### src/rtl/dtcctf_trgunit_if.sv
// Trigger unit bundle: DTC trigger level and controls in, clean trigger and counters out.
interface dtcctf_trgunit_if #(
    parameter int CNT_W = 32,
    parameter int REJ_W = 16
);
    logic             dtctrg_in;
    logic             dtcclk_ok;
    logic             trg_enable;
    logic             cnt_clr;
    logic [15:0]      cfg;
    logic             trg_pulse;
    logic             trg_busy;
    logic [CNT_W-1:0] trg_count;
    logic [REJ_W-1:0] trg_reject_count;

    modport master (
        output dtctrg_in, dtcclk_ok, trg_enable, cnt_clr, cfg,
        input  trg_pulse, trg_busy, trg_count, trg_reject_count
    );

    modport slave (
        input  dtctrg_in, dtcclk_ok, trg_enable, cnt_clr, cfg,
        output trg_pulse, trg_busy, trg_count, trg_reject_count
    );
endinterface

### src/rtl/dtcctf_trgunit.sv
// DTC trigger conditioner: 2-FF sync, min-width filter, deadtime veto, counters.
// All outputs are registered on clk0.
module dtcctf_trgunit #(
    parameter int CNT_W = 32,
    parameter int REJ_W = 16
) (
    input  logic clk0,
    input  logic rst,
    dtcctf_trgunit_if.slave bus
);
    typedef enum logic [1:0] {IDLE, HIGH, DEAD} state_e;

    state_e           state_q, state_d;
    logic [2:0]       sync_q, sync_d;
    logic [7:0]       wcnt_q, wcnt_d;
    logic [7:0]       dcnt_q, dcnt_d;
    logic [7:0]       w_q, w_d;
    logic [7:0]       d_q, d_d;
    logic             pulse_q, pulse_d;
    logic             busy_q, busy_d;
    logic [CNT_W-1:0] cnt_q, cnt_d;
    logic [REJ_W-1:0] rej_q, rej_d;

    logic       s;
    logic       rise;
    logic       accept;
    logic       rej_inc;
    logic [7:0] w_cfg;

    assign s     = sync_q[1];
    assign rise  = sync_q[1] & ~sync_q[2];
    assign w_cfg = (bus.cfg[7:0] == 8'd0) ? 8'd1 : bus.cfg[7:0];

    always_comb begin
        sync_d  = {sync_q[1:0], bus.dtctrg_in};
        state_d = state_q;
        wcnt_d  = wcnt_q;
        dcnt_d  = dcnt_q;
        w_d     = w_q;
        d_d     = d_q;
        accept  = 1'b0;
        rej_inc = 1'b0;

        if (!(bus.dtcclk_ok && bus.trg_enable)) begin
            state_d = IDLE;
        end else begin
            unique case (state_q)
                IDLE: begin
                    if (s) begin
                        w_d    = w_cfg;
                        d_d    = bus.cfg[15:8];
                        wcnt_d = 8'd1;
                        // W=1 is already satisfied by the first high sample
                        if (w_cfg == 8'd1) begin
                            accept  = 1'b1;
                            dcnt_d  = bus.cfg[15:8];
                            state_d = DEAD;
                        end else begin
                            state_d = HIGH;
                        end
                    end
                end
                HIGH: begin
                    if (!s) begin
                        rej_inc = 1'b1;
                        state_d = IDLE;
                    end else if (wcnt_q + 8'd1 == w_q) begin
                        accept  = 1'b1;
                        dcnt_d  = d_q;
                        state_d = DEAD;
                    end else begin
                        wcnt_d = wcnt_q + 8'd1;
                    end
                end
                DEAD: begin
                    if (dcnt_q != 8'd0) begin
                        dcnt_d = dcnt_q - 8'd1;
                    end
                    if (rise) begin
                        rej_inc = 1'b1;
                    end
                    if (dcnt_q == 8'd0 && !s) begin
                        state_d = IDLE;
                    end
                end
                default: state_d = IDLE;
            endcase
        end

        pulse_d = accept;
        busy_d  = (state_d == DEAD);

        cnt_d = cnt_q;
        if (bus.cnt_clr) begin
            cnt_d = '0;
        end else if (accept) begin
            cnt_d = cnt_q + 1'b1;
        end

        rej_d = rej_q;
        if (bus.cnt_clr) begin
            rej_d = '0;
        end else if (rej_inc && rej_q != '1) begin
            rej_d = rej_q + 1'b1;
        end
    end

    always_ff @(posedge clk0) begin
        if (rst) begin
            state_q <= IDLE;
            sync_q  <= '0;
            wcnt_q  <= '0;
            dcnt_q  <= '0;
            w_q     <= '0;
            d_q     <= '0;
            pulse_q <= 1'b0;
            busy_q  <= 1'b0;
            cnt_q   <= '0;
            rej_q   <= '0;
        end else begin
            state_q <= state_d;
            sync_q  <= sync_d;
            wcnt_q  <= wcnt_d;
            dcnt_q  <= dcnt_d;
            w_q     <= w_d;
            d_q     <= d_d;
            pulse_q <= pulse_d;
            busy_q  <= busy_d;
            cnt_q   <= cnt_d;
            rej_q   <= rej_d;
        end
    end

    assign bus.trg_pulse        = pulse_q;
    assign bus.trg_busy         = busy_q;
    assign bus.trg_count        = cnt_q;
    assign bus.trg_reject_count = rej_q;
endmodule

### src/flat_wrapper.sv
// flat-port wrapper written by rule: the top's interface ports become plain ports
module dtcctf_trgunit_flat 
#(
    parameter int CNT_W = 32,
    parameter int REJ_W = 16
)
  (clk0, rst, bus_dtctrg_in, bus_dtcclk_ok, bus_trg_enable, bus_cnt_clr, bus_cfg, bus_trg_pulse, bus_trg_busy, bus_trg_count, bus_trg_reject_count);
  dtcctf_trgunit_if #(.CNT_W(CNT_W), .REJ_W(REJ_W)) bus_i ();
  input  logic clk0;
  input  logic rst;
  input wire logic [$bits(bus_i.dtctrg_in)-1:0] bus_dtctrg_in;
  input wire logic [$bits(bus_i.dtcclk_ok)-1:0] bus_dtcclk_ok;
  input wire logic [$bits(bus_i.trg_enable)-1:0] bus_trg_enable;
  input wire logic [$bits(bus_i.cnt_clr)-1:0] bus_cnt_clr;
  input wire logic [$bits(bus_i.cfg)-1:0] bus_cfg;
  output wire logic [$bits(bus_i.trg_pulse)-1:0] bus_trg_pulse;
  output wire logic [$bits(bus_i.trg_busy)-1:0] bus_trg_busy;
  output wire logic [$bits(bus_i.trg_count)-1:0] bus_trg_count;
  output wire logic [$bits(bus_i.trg_reject_count)-1:0] bus_trg_reject_count;
  assign bus_i.dtctrg_in = bus_dtctrg_in;
  assign bus_i.dtcclk_ok = bus_dtcclk_ok;
  assign bus_i.trg_enable = bus_trg_enable;
  assign bus_i.cnt_clr = bus_cnt_clr;
  assign bus_i.cfg = bus_cfg;
  assign bus_trg_pulse = bus_i.trg_pulse;
  assign bus_trg_busy = bus_i.trg_busy;
  assign bus_trg_count = bus_i.trg_count;
  assign bus_trg_reject_count = bus_i.trg_reject_count;
  dtcctf_trgunit #(.CNT_W(CNT_W), .REJ_W(REJ_W)) u_core (.clk0(clk0), .rst(rst), .bus(bus_i));
endmodule
### config.mk
export PLATFORM = sky130hd
export DESIGN_NAME = dtcctf_trgunit_flat
export DESIGN_NICKNAME = d
export VERILOG_FILES = /design/src/rtl/dtcctf_trgunit_if.sv /design/src/rtl/dtcctf_trgunit.sv /design/src/flat_wrapper.sv
export SDC_FILE = /design/constraint.sdc
export NUM_CORES = 1
export LEC_CHECK = 0
export CORE_ASPECT_RATIO = 0.5
export CORE_UTILIZATION = 50
export DETAILED_ROUTE_END_ITERATION = 8
export HOLD_SLACK_MARGIN = 0.12
export PLACE_DENSITY = 0.83
export SYNTH_ARGS = -nofsm -noshare
export SYNTH_HDL_FRONTEND = slang
export SYNTH_SLANG_ARGS = --single-unit
### constraint.sdc
create_clock -name clk0 -period 5 [get_ports clk0]
set_input_delay 0.75 -clock clk0 [delete_from_list [all_inputs] [get_ports clk0]]
set_output_delay 0.75 -clock clk0 [all_outputs]
set_load 0.05 [all_outputs]
# Yosys cells after proc, flatten, opt, wreduce, memory -nomap -nowiden
# Index checks and enable logic that the tools add are counted.
# classes
div	0
magnitude_cmp	0
n_reduce_logical	14
n_mux	28
n_addsub	4
shifts	0
n_eq_ne	12
mul	0
bitwise	2
# op_table
cell	count
two-way mux 8 bit	9
adder 32 x 1 -> 32 bit (second input constant)	1
one-hot mux 8 bit (3 select lines)	1
adder 16 x 1 -> 16 bit (second input constant)	1
logical NOT 8 bit	2
inequality test 16 bit (second input constant)	1
one-hot mux 8 bit (2 select lines)	1
two-way mux 2 bit	6
inequality test 2 x 1 -> 1 bit (second input constant)	5
adder 8 x 1 -> 8 bit (second input constant)	1
equality test 8 x 1 -> 1 bit (second input constant)	1
equality test 8 bit	1
two-way mux 1 bit	8
nonzero test 8 bit	1
subtractor 8 x 1 -> 8 bit (second input constant)	1
AND reduction 7 bit	1
one-hot mux 2 bit (3 select lines)	1
AND reduction 5 bit	1
equality test 2 bit (second input constant)	2
one-hot mux 1 bit (2 select lines)	2
logical AND 1 bit	3
AND reduction 3 bit	1
nonzero test 3 bit	1
equality test 2 x 1 -> 1 bit (second input constant)	1
other kinds (7)	7
# totals
mem_bits_rw	0
latch_bits	0
memories	0
regBits	87
wordCells	70
romBits	0
in_bits	22

# Logic depth before layout (Yosys ltp)
# Gate-level depths: netlist of the first run.
# logic_depth
depth_word	8
depth_mapped	11

# Worst setup path before layout of the first run
# No wires, ideal clock.
# synth_timing
path_kind	register to register
from	reg u_core.cnt_q[6] (netlist: u_core.bus.trg_count[6])
to	reg u_core.cnt_q[29] (netlist: u_core.bus.trg_count[29])
required_ns	4.930
setup_ns	0.070
path_stages_with_launch	9
synth_period_minus_slack_ns	2.694
setup_slack_ns	2.306
t_arrival_ns	2.623
path_cell_list	dfxtp_1 and4_1 and3_1 and3_1 nand3_2 or3_1 clkbuf_1 or4_1 a21oi_1
# synth_between
elab_chain_cells	1
# synth_rtl
item	line_no	text
start, declared	dtcctf_trgunit.sv:21	logic [CNT_W-1:0] cnt_q, cnt_d;
start signal, assigned	dtcctf_trgunit.sv:129	cnt_q <= cnt_d;
adder 32 x 1 -> 32 bit	dtcctf_trgunit.sv:97	cnt_d = cnt_q + 1'b1;
# No other way between the ends.
# A chain may end at the register's enable or synchronous reset.

# Worst setup path after layout of the first run
# layout_timing
from	reg u_core.wcnt_q[0]
to	reg u_core.cnt_q[28] (netlist: u_core.bus.trg_count[28])
# layout_between
elab_chain_cells	6
# layout_rtl
item	line_no	text
start, declared	dtcctf_trgunit.sv:15	logic [7:0] wcnt_q, wcnt_d;
start signal, assigned	dtcctf_trgunit.sv:123	wcnt_q <= wcnt_d;
adder 8 x 1 -> 8 bit	dtcctf_trgunit.sv:67	end else if (wcnt_q + 8'd1 == w_q) begin
equality test 8 bit	dtcctf_trgunit.sv:67	
two-way mux 1 bit	dtcctf_trgunit.sv:67	
two-way mux 1 bit	dtcctf_trgunit.sv:64	if (!s) begin
one-hot mux 1 bit (2 select lines)	dtcctf_trgunit.sv:47	unique case (state_q)
two-way mux 1 bit	dtcctf_trgunit.sv:44	if (!(bus.dtcclk_ok && bus.trg_enable)) begin
# No other way between the ends.

==> metrics.md, run 1 <==
| Metric | Value |
|---|---|
| Seq/Total Area, Yosys | `0.3823` |
| Worst setup EP type | `flop` |
| FMAX | `approximately 280 MHz` |
| TritonCTS Buffers | `9` |
| Yosys warning count | `0` |
| I/O Buffers | `71` |
| PD cells | `256.5 nW/um2` |
| Worst slew pin tran | `roughly 1200 ps` |
| Initial antenna violation count | `0` |
| Worst endpoint data arrival time | `3880 ps` |
| RSZ-0062 raised after global routing | `false` |
| Setup_tns | `0 ps` |
| Die Ht | `roughly 69 um` |
| Most used DFF post-synth | `dfxtp_1` |
| R2r startpoint | `u_core.wcnt_q[0]$_SDFFE_PP0P_` |
| Setup bufs post-CTS | `0` |
| Synthesized area per cell | `7.909 um2` |
| Routability cong. | `0.8700` |
| Synth unique cells | `58` |
| Number of synthesized flops with an enable pin | `0` |
| Die X | `between 100 and 150 um` |
| Core Region | `between 8000 and 9000 um2` |
| Nature of the critical path startpoint | `flop` |
| Yosys reg bits | `87` |
| Share of cells above drive strength 1 | `0.04913` |
| Ys async rst share | `0` |
| Routed wire length | `around 11000 um` |
| Synth top area cells | `dfxtp_1 38%, nand2_1 7.4%, a21oi_1 6.8%` |
| DRT antenna net count | `0` |
| Global-route wire length before repair | `17880 um` |
| Worst slew margin | `0.2063` |
| Area of the multi-input gates | `2636 um2` |
| Area delta synth->final | `22.71%` |
| Worst Hold Launch | `u_core.sync_q[0]$_SDFF_PP0_` |
| Tmin final | `3616 ps` |
| Final Max Slew Viols | `0` |
| Clock slew at reported path FFs | `~60 ps` |
| Max FO, Critical Path | `61` |
| Fill count | `about 750` |
| Maxcap violations | `0` |
| GRT Total Usage | `0.2351` |
| DRC violations left | `0` |
| 1st-iter DRT viols | `304` |
| Largest net degree at the start of global routing | `62` |
| CTS tree | `built` |
| Clk_skew | `5.100 ps` |
| Number of global-route vias before repair | `3843` |
| Die Footprint | `9520 um2` |
| Vias per cell | `5.705` |
| Starting Density | `0.5195` |
| P_leak | `1.797 nW` |
| Antenna cells | `0` |
| R2R depth | `8` |
| Setup CP Type | `flop to flop` |
| DP Wirelength | `7295 um` |
| Worst-Skew Late Latency | `between 300 and 400 ps` |
| Row cnt | `24` |
| Synth Cell Area | `about 4600 um2` |
| Min-delay worst type | `flop to flop` |
| CTS H-tree lvls | `3` |
| WHS | `443.6 ps` |
| Yosys top cell area share | `0.3823` |
| Overflow after GRT | `0` |
| I/O Pins | `72` |
| Worst Hold Endpoint | `u_core.sync_q[1]$_SDFF_PP0_` |
| Final Hold Viols | `0` |
| DR pass1 iterations | `6` |
| Worst-case clock buffer depth | `2` |
| Clock Tree Root | `clkbuf_16` |
| Fin nets | `656` |
| Via count | `4267` |
| Final setup viols | `0` |
| Reg-to-Reg End | `u_core.bus.trg_count[28]$_SDFFE_PP0P_` |
| Clock Sinks | `87` |
| Post-CTS sizing | `0` |
| DR WL/cell | `14.26 um` |
| Register area | `1742 um2` |
| Hold Path Depth | `1` |
| CP Data Required Time | `5260 ps` |
| Final Cycle Share | `0.7232` |
| Cell taking the most area after synthesis | `dfxtp_1` |
| Post-synthesis cell count | `576` |
| Status | `completed` |
| Worst vdd ir | `167.9 uV` |
| Synth Net Count | `606` |
| R2R Setup Slk | `1380 ps` |
| Post-CTS Hold Buffers | `0` |
==> power by group <==
part / internal, W / switching, W / total [W]
Combinational: 0.0000268 / 0.0000307 / 0.0000574
Clock: 0.000401 / 0.000277 / 0.000678
Sequential: 0.000696 / 0.00000296 / 0.000699
Total: 0.00112 / 0.000310 / 0.00143
==> Yosys cell counts (13+ instances only) <==
cell      number
nand2_1       90
dfxtp_1       87
a21oi_1       62
nor2_1        38
clkbuf_1      26
o21ai_0       26
or3_1         25
xor2_1        19
nand3_1       18
or4_1         14
inv_1         13
o31ai_1       13
==> worst max-delay path, stage by stage (launching register included) <==
cell and delay [ps]:
dfxtp_1 470, ha_1 510, nand2_1 130, a2111oi_2 360, o2111ai_1 210, a211oi_4 610, a2bb2oi_4 440, or4_1 630
a21oi_1 160
==> registers in the layout (all words and copies together) (netlist names) <==
name and count:
u_core.bus.trg_busy 1, u_core.bus.trg_count 32, u_core.bus.trg_pulse 1, u_core.bus.trg_reject_count 16, u_core.d_q 8, u_core.dcnt_q 8, u_core.state_q 2, u_core.sync_q 3
u_core.w_q 8, u_core.wcnt_q 8
==> worst max path at each step <==
stage | from | endpoint | slack, ps | cells after the start
2_1_floorplan | u_core.bus.trg_count[6]$_SDFFE_PP0P_ | u_core.bus.trg_count[29]$_SDFFE_PP0P_ | 2310 | 8
3_3_place_gp | bus_dtcclk_ok | u_core.bus.trg_count[20]$_SDFFE_PP0P_ | 1560 | 7
3_5_place_dp | bus_trg_enable | u_core.bus.trg_count[13]$_SDFFE_PP0P_ | 1370 | 7
4_1_cts | u_core.wcnt_q[0]$_SDFFE_PP0P_ | u_core.bus.trg_count[28]$_SDFFE_PP0P_ | 1410 | 8
5_1_grt | u_core.wcnt_q[0]$_SDFFE_PP0P_ | u_core.bus.trg_count[30]$_SDFFE_PP0P_ | 1110 | 8
6_report | u_core.wcnt_q[0]$_SDFFE_PP0P_ | u_core.bus.trg_count[28]$_SDFFE_PP0P_ | 1380 | 8
==> cells in the final DEF (no fill, tap or decap), types with 13 or more instances in the layout <==
| master | netlist | layout |
|---|---|---|
| clkdlybuf4s50_1 | 0 | 71 |
| or4_1 | 14 | 14 |
| nor2_1 | 38 | 38 |
| dfxtp_1 | 87 | 87 |
| nand2_1 | 90 | 90 |
| o21ai_0 | 26 | 26 |
| xor2_1 | 19 | 19 |
| inv_1 | 13 | 13 |
| a21oi_1 | 62 | 62 |
| o31ai_1 | 13 | 13 |
| or3_1 | 25 | 25 |
| nand3_1 | 18 | 18 |
==> cell type report <==
class | count | share of cell area
clock buffer | 11 | 0.04342
clock inverter | 5 | 0.01007
sequential | 87 | 0.3115
timing repair buffer | 72 | 0.1285
inverter | 13 | 0.008729
multi-input combinational | 443 | 0.4716
tap | 117 | 0.02619
==> logic make-up (layout without fill, tap and decap cells) <==
group / count (synthesis) / in the layout / synth area share
flops: 87 / 87 / 0.3823
simple gates: 264 / 264 / 0.2944
fa+ha+maj: 8 / 8 / 0.02197
compound gates: 134 / 134 / 0.1846
mux: 11 / 11 / 0.02527
xor+xnor: 26 / 26 / 0.04999
buf+inv: 46 / 101 / 0.04147
==> per-layer routing <==
layer  vias up  global-route usage  share of wire
li1       2152                   -              -
met1      1976              0.3153           0.48
met2       117              0.3586           0.45
met3        22             0.05921          0.053
met4         0             0.09890          0.019
met5         -                   0              0
==> through the flow <==
step / setup slack [ps] / cells / total power [W] / cell area [um2] / util
5_1_grt: 1106 / 748 / 0.001480 / 5590 / 0.6376
4_1_cts: 1409 / 748 / 0.001442 / 5590 / 0.6376
2_1_floorplan: 2306 / 576 / 0.0007446 / 4556 / -
6_report: 1384 / 748 / 0.001434 / 5590 / 0.6376
3_3_place_gp: 1556 / 732 / 0.0007708 / 5291 / 0.6035
3_5_place_dp: 1373 / 732 / 0.0007713 / 5291 / 0.6035
Power figures use the tool's default switching activity.
==> run 2: changes to the inputs <==
Clock period 5 ns to 3.4 ns, I/O delays scaled along.
==> run 2 against run 1 <==
- total power rose by 53%
- flip-flop and latch count did not move
- critical endpoint unchanged
- critical path type unchanged
- clock-buffer cell count decreased by 1
- clock power is 61% higher
- sequential share of layout area down 0.41 points
==> metrics.md, run 2 (synthesized netlist as in run 1, its figures left out) <==
| Metric | Value |
|---|---|
| Status | `completed` |
| Commonest non-fill, non-tap cell in the layout | `nand2_1` |
| Worst-Skew Late Latency | `350 ps (about the same)` |
| Tmin final | `2943 ps (-673.1 ps)` |
| Worst Setup SP | `u_core.wcnt_q[0]$_SDFFE_PP0P_` |
| Final setup viols | `0 (unchanged)` |
| Overflow after GRT | `0 (unchanged)` |
| 1st-iter DRT viols | `276 (-9.2%)` |
| WHS | `456.8 ps (+13.15 ps)` |
| Fill count | `771 (+3.1%)` |
| RSZ-0062 raised after global routing | `false` |
| Register area | `1742 um2 (unchanged)` |
| Share of cells above drive strength 1 | `0.05965 (+0.01053)` |
| Largest net degree at the start of global routing | `62 (unchanged)` |
| Number of global-route vias before repair | `3737 (-2.8%)` |
| Largest register FFs | `32 (unchanged)` |
| Die Ht | `69.50 um (unchanged)` |
| Routability cong. | `0.8345 (-4.1%)` |
| CP Data Required Time | `3660 ps (-1600 ps)` |
| Worst-case clock buffer depth | `2 (unchanged)` |
| Setup_tns | `0 ps (unchanged)` |
| DR pass1 iterations | `6 (unchanged)` |
| Worst vdd ir | `272.2 uV (+62%)` |
| DR WL/cell | `14.33 um (+0.54%)` |
| Die X | `137.0 um (unchanged)` |
| Nature of the critical path startpoint | `flop` |
| Min-delay worst type | `flop to flop` |
| I/O Buffers | `71 (unchanged)` |
| GRT Total Usage | `0.2376 (+0.002461)` |
| Post-CTS sizing | `0 (unchanged)` |
| Most frequent cells in the layout | `90 x nand2_1, 87 x dfxtp_1, 71 x clkdlybuf4s50_1, 62 x a21oi_1, 38 x nor2_1` |
| Global-route wire length before repair | `17850 um (-0.19%)` |
| Die Footprint | `9520 um2 (unchanged)` |
| Area of the multi-input gates | `2636 um2 (unchanged)` |
| Area delta synth->final | `24.36%` |
| FMAX | `339.8 MHz (+23%)` |
| Setup CP Type | `flop to flop` |
| Row cnt | `24 (unchanged)` |
| DRT antenna net count | `0 (unchanged)` |
| Worst slew margin | `0.2178 (+0.01153)` |
| Worst endpoint data arrival time | `3200 ps (-680 ps)` |
| CTS H-tree lvls | `3 (unchanged)` |
| Placed Instance Area | `5336 um2 (+0.85%)` |
| Maxcap violations | `0 (unchanged)` |
| P_leak | `1.842 nW (+2.5%)` |
| Via count | `4282 (+0.35%)` |
| DP Wirelength | `7378 um (+1.1%)` |
| Worst setup EP type | `flop` |
| Core Region | `8768 um2 (unchanged)` |
| Antenna cells | `0 (unchanged)` |
| Clock slew at reported path FFs | `60 ps (about the same)` |
| Final Hold Viols | `0 (unchanged)` |
| Post-CTS Hold Buffers | `0 (unchanged)` |
| Clk_skew | `9.360 ps (+4.260 ps)` |
| Fin nets | `662 (+0.91%)` |
| I/O Pins | `72 (unchanged)` |
| CTS tree | `built` |
| Max FO, Critical Path | `61 (unchanged)` |
| R2r startpoint | `u_core.wcnt_q[0]$_SDFFE_PP0P_` |
| Worst Hold Launch | `u_core.d_q[1]$_SDFFE_PP0P_` |
| TritonCTS Buffers | `9 (unchanged)` |
| Final Max Slew Viols | `0 (unchanged)` |
| Setup bufs post-CTS | `0 (unchanged)` |
| Final Cycle Share | `0.8656 (+0.1424)` |
| Fin area | `5665 um2 (+1.3%)` |
| Initial antenna violation count | `0 (unchanged)` |
| Starting Density | `0.5195 (unchanged)` |
| DRC violations left | `0 (unchanged)` |
| Clock Sinks | `87 (unchanged)` |
| Routed wire length | `10810 um (+1.4%)` |
| Vias per cell | `5.679 (-0.45%)` |
| Clock Tree Root | `clkbuf_16` |
| Post-layout util | `0.6461 (+0.008562)` |
| PD cells | `387.9 nW/um2 (+51%)` |
| Worst slew pin tran | `1169 ps (-17.24 ps)` |
==> run 2: worst max-delay path, cell delays in order (launching register included) <==
cell and delay (ps):
dfxtp_1 490, ha_1 310, xor2_1 160, a2111oi_2 200, o2111ai_1 210, a211oi_4 360, a2bb2oi_4 340, or4_1 600
a21oi_1 170
==> run 2: final timing paths <==
check	endpoint	slack [ps]	cells after the start
hold reg to reg	u_core.d_q[1]$_SDFFE_PP0P_	460	2
hold / removal	u_core.d_q[1]$_SDFFE_PP0P_	460	2
setup / recovery	u_core.bus.trg_count[28]$_SDFFE_PP0P_	460	8
setup reg to reg	u_core.bus.trg_count[28]$_SDFFE_PP0P_	460	8
==> run 2: power by group <==
| part | internal (W) | total (W) | switching [W] |
|---|---|---|---|
| combinational | 0.0000405 | 0.0000843 | 0.0000439 |
| sequential | 0.00102 | 0.00103 | 0.00000451 |
| clock | 0.000668 | 0.00109 | 0.000418 |
| total | 0.00173 | 0.00220 | 0.000466 |
==> run 2: metrics by stage <==
stage	setup WS, ps	total power, W	cells
2_1_floorplan	706.3	0.001095	576
3_5_place_dp	411.6	0.001135	738
6_report	457.0	0.002198	754
5_1_grt	277.0	0.002266	754
4_1_cts	483.5	0.002216	754
3_3_place_gp	484.2	0.001134	738
==> run 2: per-layer routing <==
layer | global-route usage | share of wire
met3 | 0.06944 | 0.052
met1 | 0.3094 | 0.47
met2 | 0.3743 | 0.47
met4 | 0.08181 | 0.013
met5 | 0 | 0
==> run 2: final cells by class <==
type,count,share of cell area
tap,117,0.02584
inverter,13,0.008613
multi-input combinational,443,0.4653
clock buffer,10,0.04218
sequential,87,0.3074
timing repair buffer,78,0.1347
clock inverter,6,0.01590
